<file path="src/rtl/mlp_if_pkg.sv">
// mlp_if_pkg
// Shared definitions for the feature loader and the classifier that sits
// behind it: default frame geometry and the loader's state encoding.
package mlp_if_pkg;

  localparam int NUM_FEAT_DEF = 6;  // features per frame
  localparam int FEAT_W_DEF   = 4;  // bits per feature
  localparam int CLS_W_DEF    = 2;  // class index width

  typedef enum logic [1:0] {
    ST_LOAD   = 2'd0,  // accepting feature beats
    ST_SETTLE = 2'd1,  // frame complete, classifier output settling
    ST_RESULT = 2'd2   // class captured, waiting for the consumer
  } state_t;

endpackage

</file>
<file path="src/rtl/feature_frame_loader.sv">
// feature_frame_loader
// Collects a frame of NUM_FEAT feature beats into a packed vector that feeds
// a combinational classifier, waits SETTLE_CYC cycles for that classifier to
// settle, captures its class index and offers it as a result.
//
// Ports
//   clk, rst_n                : clock (rising edge), async active-low reset
//   feat_valid/feat_ready     : feature beat handshake
//   feat_data, feat_last      : feature value and end-of-frame marker
//   cls_inp                   : packed features to the classifier (beat 0 in LSBs)
//   cls_out                   : class index from the classifier
//   res_valid/res_ready       : result handshake
//   res_class                 : captured class index
//   frame_err                 : one-cycle pulse when a frame is malformed
module feature_frame_loader
  import mlp_if_pkg::*;
#(
  parameter int NUM_FEAT   = NUM_FEAT_DEF,
  parameter int FEAT_W     = FEAT_W_DEF,
  parameter int CLS_W      = CLS_W_DEF,
  parameter int SETTLE_CYC = 2
) (
  input  logic                       clk,
  input  logic                       rst_n,
  input  logic                       feat_valid,
  output logic                       feat_ready,
  input  logic [FEAT_W-1:0]          feat_data,
  input  logic                       feat_last,
  output logic [NUM_FEAT*FEAT_W-1:0] cls_inp,
  input  logic [CLS_W-1:0]           cls_out,
  output logic                       res_valid,
  input  logic                       res_ready,
  output logic [CLS_W-1:0]           res_class,
  output logic                       frame_err
);

  localparam int CNT_W = (NUM_FEAT > 1) ? $clog2(NUM_FEAT) : 1;
  localparam logic [CNT_W-1:0] LAST_IDX    = CNT_W'(NUM_FEAT - 1);
  localparam logic [3:0]       SETTLE_LAST = 4'(SETTLE_CYC);

  state_t             state_reg;
  logic [CNT_W-1:0]   beat_cnt_reg;
  logic [3:0]         settle_cnt_reg;
  logic [CLS_W-1:0]   res_class_reg;
  logic               res_valid_reg;
  logic               feat_ready_reg;
  logic               frame_err_reg;

  logic beat_xfer;
  logic beat_ok;
  logic beat_write;

  // A beat is well formed when feat_last agrees with "this is the final slot".
  // Either disagreement (early last, or missing last) is a malformed frame.
  always_comb begin
    beat_xfer  = (state_reg == ST_LOAD) && feat_valid && feat_ready_reg;
    beat_ok    = (feat_last == (beat_cnt_reg == LAST_IDX));
    beat_write = beat_xfer && beat_ok;
  end

  // One register per feature slot; only the slot addressed by the beat
  // counter is written, so an aborted frame leaves the upper slots stale.
  generate
    for (genvar gi = 0; gi < NUM_FEAT; gi++) begin : g_feat
      logic [FEAT_W-1:0] feat_reg;
      always_ff @(posedge clk or negedge rst_n) begin
        if (!rst_n) begin
          feat_reg <= '0;
        end else if (beat_write && (beat_cnt_reg == CNT_W'(gi))) begin
          feat_reg <= feat_data;
        end
      end
      assign cls_inp[gi*FEAT_W +: FEAT_W] = feat_reg;
    end
  endgenerate

  // Control FSM. feat_ready/res_valid are registered and track the state,
  // so neither depends combinationally on the handshake inputs. feat_ready
  // stays low through reset and comes up on the first edge after release.
  always_ff @(posedge clk or negedge rst_n) begin
    if (!rst_n) begin
      state_reg      <= ST_LOAD;
      beat_cnt_reg   <= '0;
      settle_cnt_reg <= '0;
      res_class_reg  <= '0;
      res_valid_reg  <= 1'b0;
      feat_ready_reg <= 1'b0;
      frame_err_reg  <= 1'b0;
    end else begin
      frame_err_reg <= 1'b0;
      case (state_reg)
        ST_LOAD: begin
          feat_ready_reg <= 1'b1;
          if (beat_xfer) begin
            if (!beat_ok) begin
              frame_err_reg <= 1'b1;
              beat_cnt_reg  <= '0;
            end else if (feat_last) begin
              beat_cnt_reg   <= '0;
              settle_cnt_reg <= '0;
              feat_ready_reg <= 1'b0;
              state_reg      <= ST_SETTLE;
            end else begin
              beat_cnt_reg <= beat_cnt_reg + 1'b1;
            end
          end
        end
        // The counter starts at 0 on entry and capture happens when it
        // reaches SETTLE_CYC, so res_valid rises SETTLE_CYC+1 edges after
        // the edge that accepted the last beat.
        ST_SETTLE: begin
          if (settle_cnt_reg == SETTLE_LAST) begin
            res_class_reg <= cls_out;
            res_valid_reg <= 1'b1;
            state_reg     <= ST_RESULT;
          end else begin
            settle_cnt_reg <= settle_cnt_reg + 1'b1;
          end
        end
        ST_RESULT: begin
          if (res_ready) begin
            res_valid_reg  <= 1'b0;
            feat_ready_reg <= 1'b1;
            state_reg      <= ST_LOAD;
          end
        end
        default: begin
          res_valid_reg  <= 1'b0;
          feat_ready_reg <= 1'b0;
          beat_cnt_reg   <= '0;
          state_reg      <= ST_LOAD;
        end
      endcase
    end
  end

  assign feat_ready = feat_ready_reg;
  assign res_valid  = res_valid_reg;
  assign res_class  = res_class_reg;
  assign frame_err  = frame_err_reg;

endmodule

</file>
<file path="config.mk">
export PLATFORM = sky130hd
export DESIGN_NAME = feature_frame_loader
export DESIGN_NICKNAME = d
export VERILOG_FILES = /design/src/rtl/mlp_if_pkg.sv /design/src/rtl/feature_frame_loader.sv
export SDC_FILE = /design/constraint.sdc
export NUM_CORES = 1
export LEC_CHECK = 0
export CAP_MARGIN = 25
export CELL_PAD_IN_SITES_DETAIL_PLACEMENT = 0
export CELL_PAD_IN_SITES_GLOBAL_PLACEMENT = 2
export CORE_MARGIN = 1
export CORE_UTILIZATION = 36
export CTS_CLUSTER_SIZE = 30
export DETAILED_ROUTE_END_ITERATION = 10
export HOLD_SLACK_MARGIN = 0.1
export PLACE_DENSITY = 0.88
export SLEW_MARGIN = 10
export SYNTH_ARGS = -nofsm -noshare
export SYNTH_HDL_FRONTEND = slang
export SYNTH_SLANG_ARGS = --single-unit
</file>
<file path="constraint.sdc">
create_clock -name clk -period 5 [get_ports clk]
set_input_delay 0.75 -clock clk [delete_from_list [all_inputs] [get_ports clk]]
set_output_delay 0.75 -clock clk [all_outputs]
set_load 0.01 [all_outputs]
</file>
# [After elaboration in Yosys (flattened, before gate mapping)]
# Index checks and enable logic that the tools add are counted.
[op_classes] n_reduce_logical=19 mux=26 addsub=2 bitwise=3 n_eq_ne=15
[ops] op="4-bit two-way mux" count=4
[ops] op="2-bit != test (second input constant)" count=6
[ops] op="2-bit two-way mux" count=5
[ops] op="5-bit AND reduction" count=2
[ops] op="1-bit logical AND" count=9
[ops] op="1-bit two-way mux" count=9
[ops] op="3-bit two-way mux" count=3
[ops] op="4-bit case mux with 2 select lines" count=1
[ops] op="3-bit by 2-bit equality test with 1-bit output (second input constant)" count=2
[ops] op="3-bit equality test (second input constant)" count=2
[ops] op="1-bit case mux with 3 select lines" count=2
[ops] op="2-bit case mux with 3 select lines" count=1
[ops] op="3-bit case mux with 2 select lines" count=1
[ops] op="2-bit AND reduction" count=3
[ops] op="4-bit by 1-bit adder with 4-bit output (second input constant)" count=1
[ops] op="4-bit by 2-bit equality test with 1-bit output (second input constant)" count=1
[ops] op="3-bit by 1-bit adder with 3-bit output (second input constant)" count=1
[ops] op="3-bit by 1-bit equality test with 1-bit output (second input constant)" count=1
[ops] op="3-bit logical NOT" count=1
[ops] op="1-bit NOT" count=3
[ops] op="3-bit AND reduction" count=1
[ops] op="2-bit by 1-bit equality test with 1-bit output (second input constant)" count=1
[ops] op="2-bit equality test (second input constant)" count=1
[ops] op="2-bit logical NOT" count=1
[ops] op="other kinds (3)" count=3
[totals] output_inout_bits=29 word_cells=78 inputBits=11 regBits=38

# [Logic depth before layout (Yosys ltp)]
# Gate-level depths: netlist (run 1).
[depth] word_depth=5 depth_mapped=8 ltp_nobuf=7

# [Worst setup path after synthesis (run 1)]
# OpenSTA, ideal clock, no wires.
[synth_timing] kind="input to register" start="in feat_last" end="reg g_feat[4].feat_reg[0]" arrival_time_ps=2013 stages=4 path_buffers=0 setup_time_ps=125 path_slack_ps=2862 required_ps=4875 cell_sequence="ha_1 > nand4b_1 > or3_4 > mux2_4"
[synth_via] elab_chain_len=3
[synth_rtl] element="start, declared" line_no="feature_frame_loader.sv:28" rtl="input logic feat_last,"
[synth_rtl] element="1-bit equality test" line_no="feature_frame_loader.sv:57" rtl="beat_ok = (feat_last == (beat_cnt_reg == LAST_IDX));"
[synth_rtl] element="1-bit logical AND" line_no="feature_frame_loader.sv:58" rtl="beat_write = beat_xfer && beat_ok;"
[synth_rtl] element="1-bit logical AND" line_no="feature_frame_loader.sv:69" rtl="end else if (beat_write && (beat_cnt_reg == CNT_W'(gi))) begin"
[synth_rtl] element="end signal, assigned" line_no="feature_frame_loader.sv:70" rtl="feat_reg <= feat_data;"
[synth_rtl] element="end, declared" line_no="feature_frame_loader.sv:65" rtl="logic [FEAT_W-1:0] feat_reg;"
# Every way passes these cells.
# A chain may end at the register's enable or synchronous reset.

# [Worst setup path after layout (run 1)]
[layout_timing] start="in feat_last" end="reg g_feat[4].feat_reg[3]"
# Same word-level chain as after synthesis.

==> out/metrics.yaml, run 1 <==
most-common-layout-cells: "38 x dfrtp_1, 38 x clkdlybuf4s50_1, 25 x mux2_2, 11 x ha_1, 10 x inv_1"
grt_max_degree: 39
synthSimpleGateAreaFrac_pct: 11.5
worstPathCellList: "clkdlybuf4s50_1, ha_1, nand4b_1, or3_4, mux2_4"
area_delta_synth_final_pct: 32.4
crit_buf_inv: 1
dpl.hpwl_um: 2910
fin_skew_ns: 0.00612
fp.dieH_um: 73.3
critPathMaxStageDelay_ns: 0.47
critPathMaxFanout: 6
async_flop_share_pct: 100
multi_input_area_sq_um: 830
criticalPathCategory: "in2reg"
use_met1_pct: 20.8
cp_slowest_cell: "clkdlybuf4s50_1"
diodes: 0
port-buffer-count: 39
cts_tree: "yes"
yosysTopAreaCell: "dfrtp_1"
stdcell_area_sq_um: 2420
synth_area_sq_um: 1830
synth-edff-count: 0
ant_nets: 0
cts_resized: 0
ir_drop_mv: 0.243
place.gp.congestion: 0.768
synth_xor_area_share_pct: 0
drt-initial-drc-count: 46
yosysWarnings: 0
use_met2_pct: 27.4
top_usage_layer: "met2"
post_drt_wl_per_cell_um: 15.9
fin_crit_ns: 2.49
fin_hold_ws_ns: 0.506
yosys.area.top_type_share_pct: 51.9
grt_setup_unrepaired: "no"
syn_inst: 139
rows: 25
syn-num-nets: 161
ys_top_cells_by_area: "dfrtp_1 52%, mux2_2 15%, ha_1 7.5%"
worstMarginPinSlew_ns: 0.822
vias: 1261
routed_wl_um: 3980
core_area_sq_um: 4820
initial_core_util_pct: 38.0
seq_area_frac_synth_pct: 51.9
outcome: "complete, no violations"
syn_avg_cell_area_sq_um: 13.2
firstDrtPassIters: 4
synth.mux.area_fraction_pct: 19.2
largest_reg_flops: 24
drive_gt1_share_pct: 23.5
maxCapViolCount: 0
cts_sinks: 38
drv_slew: 0
vias_per_cell: 5.04
cp.arrival_ns: 2.68
seq_area_sq_um: 951
fillers: 436
clk_latency_ns: 0.29
power.density_nw_per_um2: 558
clk_pin_slew_ns: 0.08
fp.dieW_um: 73.3
route.detailed.drc: 0
synth_top_family_by_area: "multiplexers"
clockRootBuffer: "clkbuf_8"
grt.met3_usage_pct: 3.29
cp.required_ns: 5.18
final-hold-violation-count: 0
cts_setup_buffers: 0
cpLargestDelayFamily: "simple AND/OR/NAND/NOR gates"
grtUsageTotal_pct: 16.2
dpl_cell_area_sq_um: 2290
io_pins: 40
cts_made_buffers: 5
finalSetupViolCount: 0
synthFlopType: "dfrtp_1"
whs_path_depth: 1
slew_headroom_pct: 45.2
grt-ovfl-total: 0
h-tree-depth: 2
grt_pass1_wl_um: 6510
synthAdderAreaFrac_pct: 7.51
grt_antenna_before_repair: 0
ys_seq_elements: 38
final.setup.tns_ns: 0
power.leakage_nw: 1.11
holdBufCountCts: 0
startpoint_type: "primary input"
rr_worst_depth: 6
grt_pass1_vias: 1297
post-route-period-util_pct: 49.9
fin_nets: 204
clock_path_buffers: 2
hp-class: "reg2reg"
synth_compound_area_share_pct: 7.10
die_area_sq_um: 5380
synth.distinct_cells: 33
cp-end-kind: "flop"
fmax_mhz: 401
path_depth: 5
==> per-stage QoR <==
step / worst slack, ns / instances / util, % / power (mW)
global route: 2.43 / 250 / 50.3 / 1.44
CTS: 2.53 / 250 / 50.3 / 1.36
finish: 2.51 / 250 / 50.3 / 1.35
global placement: 2.29 / 242 / 47.5 / 1.03
detailed placement: 2.22 / 242 / 47.5 / 1.04
floorplan: 2.86 / 139 / - / 0.796
==> where the power goes <==
part	internal, mW	total [mW]	switching (mW)
combinational	0.293	0.551	0.257
sequential	0.409	0.488	0.0791
clock	0.200	0.313	0.113
total	0.903	1.35	0.449
==> synthesized netlist by cell type, types with 2 or more instances <==
master,instances
mux2_4,4
a211oi_1,2
and3_1,3
nor2b_1,2
nor2_1,4
nand4b_1,3
buf_2,2
inv_1,10
dfrtp_1,38
and4_1,3
a21oi_1,2
a221o_1,3
nor3_1,4
nand2_1,4
mux2_2,25
ha_1,11
a2bb2oi_1,3
==> kinds of logic after synthesis <==
| logic type | Yosys count |
|---|---|
| DFF | 38 |
| and+or+nand+nor | 32 |
| muxes | 30 |
| AOI/OAI and AO/OA | 15 |
| buffers and inverters | 13 |
| adders and majority gates | 11 |
==> cell type report <==
type,instances,share of cell area (%)
tap,67,3.46
sequential,38,39.2
multi-input combinational,88,34.2
clock buffer,5,2.84
inverter,10,1.55
clock inverter,3,2.84
timing repair buffer,39,15.9
==> path summary, 6_finish.rpt <==
kind                                  startpoint               endpoint  slack [ns]
hold reg to reg            g_feat[5].feat_reg[0]  g_feat[5].feat_reg[0]        0.51
max in group asynchronous                  rst_n  g_feat[0].feat_reg[3]        3.93
min in group asynchronous                  rst_n           state_reg[0]        0.55
setup reg to reg                 beat_cnt_reg[0]  g_feat[4].feat_reg[3]        2.63
setup / recovery                       feat_last  g_feat[4].feat_reg[3]        2.51
hold / removal             g_feat[5].feat_reg[0]  g_feat[5].feat_reg[0]        0.51
==> metal layers <==
layer	up-vias	part of all wire (%)	wire length [um]
li1	591	-	-
met1	634	43	1710
met2	32	53	2090
met3	4	3.8	150
met4	0	0.75	30
met5	-	0	0
==> worst register-to-register path, cell delays in order, from the launching register on <==
cell,delay [ns]
dfrtp_1,0.43
ha_1,0.25
and2_1,0.17
ha_1,0.33
nand4b_1,0.31
or3_4,0.45
mux2_4,0.31
Note: power is estimated with default switching activity, not from simulation.
==> run 2, diff against run 1 <==
CORE_UTILIZATION = 33   (was 36)
PLACE_DENSITY = 0.82   (was 0.88)
clock period = 2.5 ns   (was 5 ns; I/O delays follow)
==> run 2 against run 1 <==
Clock power up 39%. Sequential cell count stayed put. Die area rose by 8.8%. Critical path depth increased by 2. Count of clock-buffer cells in the layout up 1. Highest routed layer unchanged. Non-clock buffer count grew 2. Final cell count is 2.0% higher. Combinational power up 98%. Setup slack worse by 2.3 ns. Largest cell class unchanged.
==> out/metrics.yaml, run 2 (synthesis results as in run 1) <==
dp_slack_ns: 0.129
fin_hold_ws_ns: 0.206
dpl.hpwl_um: 2860
r2r_start: "beat_cnt_reg[1]"
vias_per_cell: 5.13
power.leakage_nw: 1.10
place_inst: 247
fp.dieW_um: 76.5
grt_setup_unrepaired: "no"
diodes: 0
cts_tree: "yes"
clock_path_buffers: 2
hp-class: "in2async"
routed_wl_um: 3850
r2r_slack_ns: 0.19
startpoint_type: "flop"
initial_core_util_pct: 35.0
cts_made_buffers: 5
ir_drop_mv: 0.495
grt_antenna_before_repair: 0
post_drt_wl_per_cell_um: 15.1
fmax_mhz: 433
vias: 1307
cp.required_ns: 2.67
place.gp.congestion: 0.794
holdBufCountCts: 0
largest_reg_flops: 24
drt-initial-drc-count: 39
most-common-layout-cells: "38 x dfrtp_1, 38 x clkdlybuf4s50_1, 25 x mux2_2, 11 x ha_1, 10 x inv_1"
core_area_sq_um: 5240
fp.dieH_um: 76.5
grtUsageTotal_pct: 14.7
grt-ovfl-total: 0
criticalPathCategory: "reg2reg"
h-tree-depth: 2
final.setup.tns_ns: 0
cts_resized: 0
fin_crit_ns: 2.31
firstDrtPassIters: 4
area_delta_synth_final_pct: 31.1
cp-end-kind: "flop"
grt_max_degree: 39
critPathMaxFanout: 6
maxCapViolCount: 0
finalSetupViolCount: 0
fin_nets: 206
rows: 26
total_power_mw: 2.49
worstMarginPinSlew_ns: 0.863
grt_pass1_vias: 1298
cts_setup_buffers: 0
clockRootBuffer: "clkbuf_8"
rr_worst_depth: 7
fin_ws_ns: 0.188
io_pins: 40
cp.arrival_ns: 2.48
die_area_sq_um: 5850
clk_latency_ns: 0.28
slew_headroom_pct: 42.5
grt_pass1_wl_um: 6730
post-route-period-util_pct: 92.5
port-buffer-count: 39
clk_pin_slew_ns: 0.08
fin_skew_ns: 0.00677
route.detailed.drc: 0
power.density_nw_per_um2: 1040
ant_nets: 0
final_cells: 255
drv_slew: 0
cts_sinks: 38
fillers: 491
drive_gt1_share_pct: 24.3
rr_endpoint: "g_feat[4].feat_reg[3]"
final-hold-violation-count: 0
outcome: "complete, no violations"
run 2: critical path, cell delays in order (launching register included):
cell	delay, ns
dfrtp_1	0.38
inv_1	0.08
ha_1	0.21
and2_1	0.18
ha_1	0.33
nand4b_1	0.28
or3_4	0.43
mux2_4	0.31
run 2: power breakdown:
part / internal, mW / switching [mW] / leakage, nW
combinational: 0.599 / 0.494 / 0.550
clock: 0.222 / 0.213 / 0.0472
sequential: 0.819 / 0.148 / 0.499
run 2: worst max path at each step:
stage / slack [ns] / from / cells past startpoint / end
2_1_floorplan: 0.36 / beat_cnt_reg[0] / 6 / g_feat[4].feat_reg[0]
3_3_place_gp: 0.19 / feat_last / 5 / g_feat[4].feat_reg[2]
3_5_place_dp: 0.13 / feat_last / 5 / g_feat[0].feat_reg[1]
4_1_cts: 0.18 / beat_cnt_reg[1] / 7 / g_feat[0].feat_reg[1]
5_1_grt: 0.02 / beat_cnt_reg[1] / 7 / g_feat[0].feat_reg[0]
6_report: 0.19 / beat_cnt_reg[1] / 7 / g_feat[4].feat_reg[3]
run 2: layer usage:
| metal | share of wire (%) | up-vias | wire [um] | GRT usage, % |
|---|---|---|---|---|
| met5 | 0 | - | 0 | 0 |
| met4 | 0.83 | 0 | 32 | 4.23 |
| met3 | 5.7 | 5 | 221 | 4.31 |
| met2 | 45 | 56 | 1730 | 22.2 |
| met1 | 49 | 642 | 1870 | 20.4 |
| li1 | - | 604 | - | - |
run 2: stage by stage:
step	util [%]	area [sq um]
after floorplan	-	1830
after global placement	44.0	2310
after detailed placement	44.0	2310
after CTS	45.8	2400
after global routing	45.8	2400
final	45.8	2400
run 2: layout make-up:
type                    count  area, sq um  area share, %
repair buffers             41          400           16.7
inverters                  10         37.5           1.56
well taps                  70         87.6           3.65
clock buffers               6         82.6           3.44
flip-flops and latches     38          951           39.6
multi-input cells          88          830           34.5
clock inverters             2         12.5          0.521
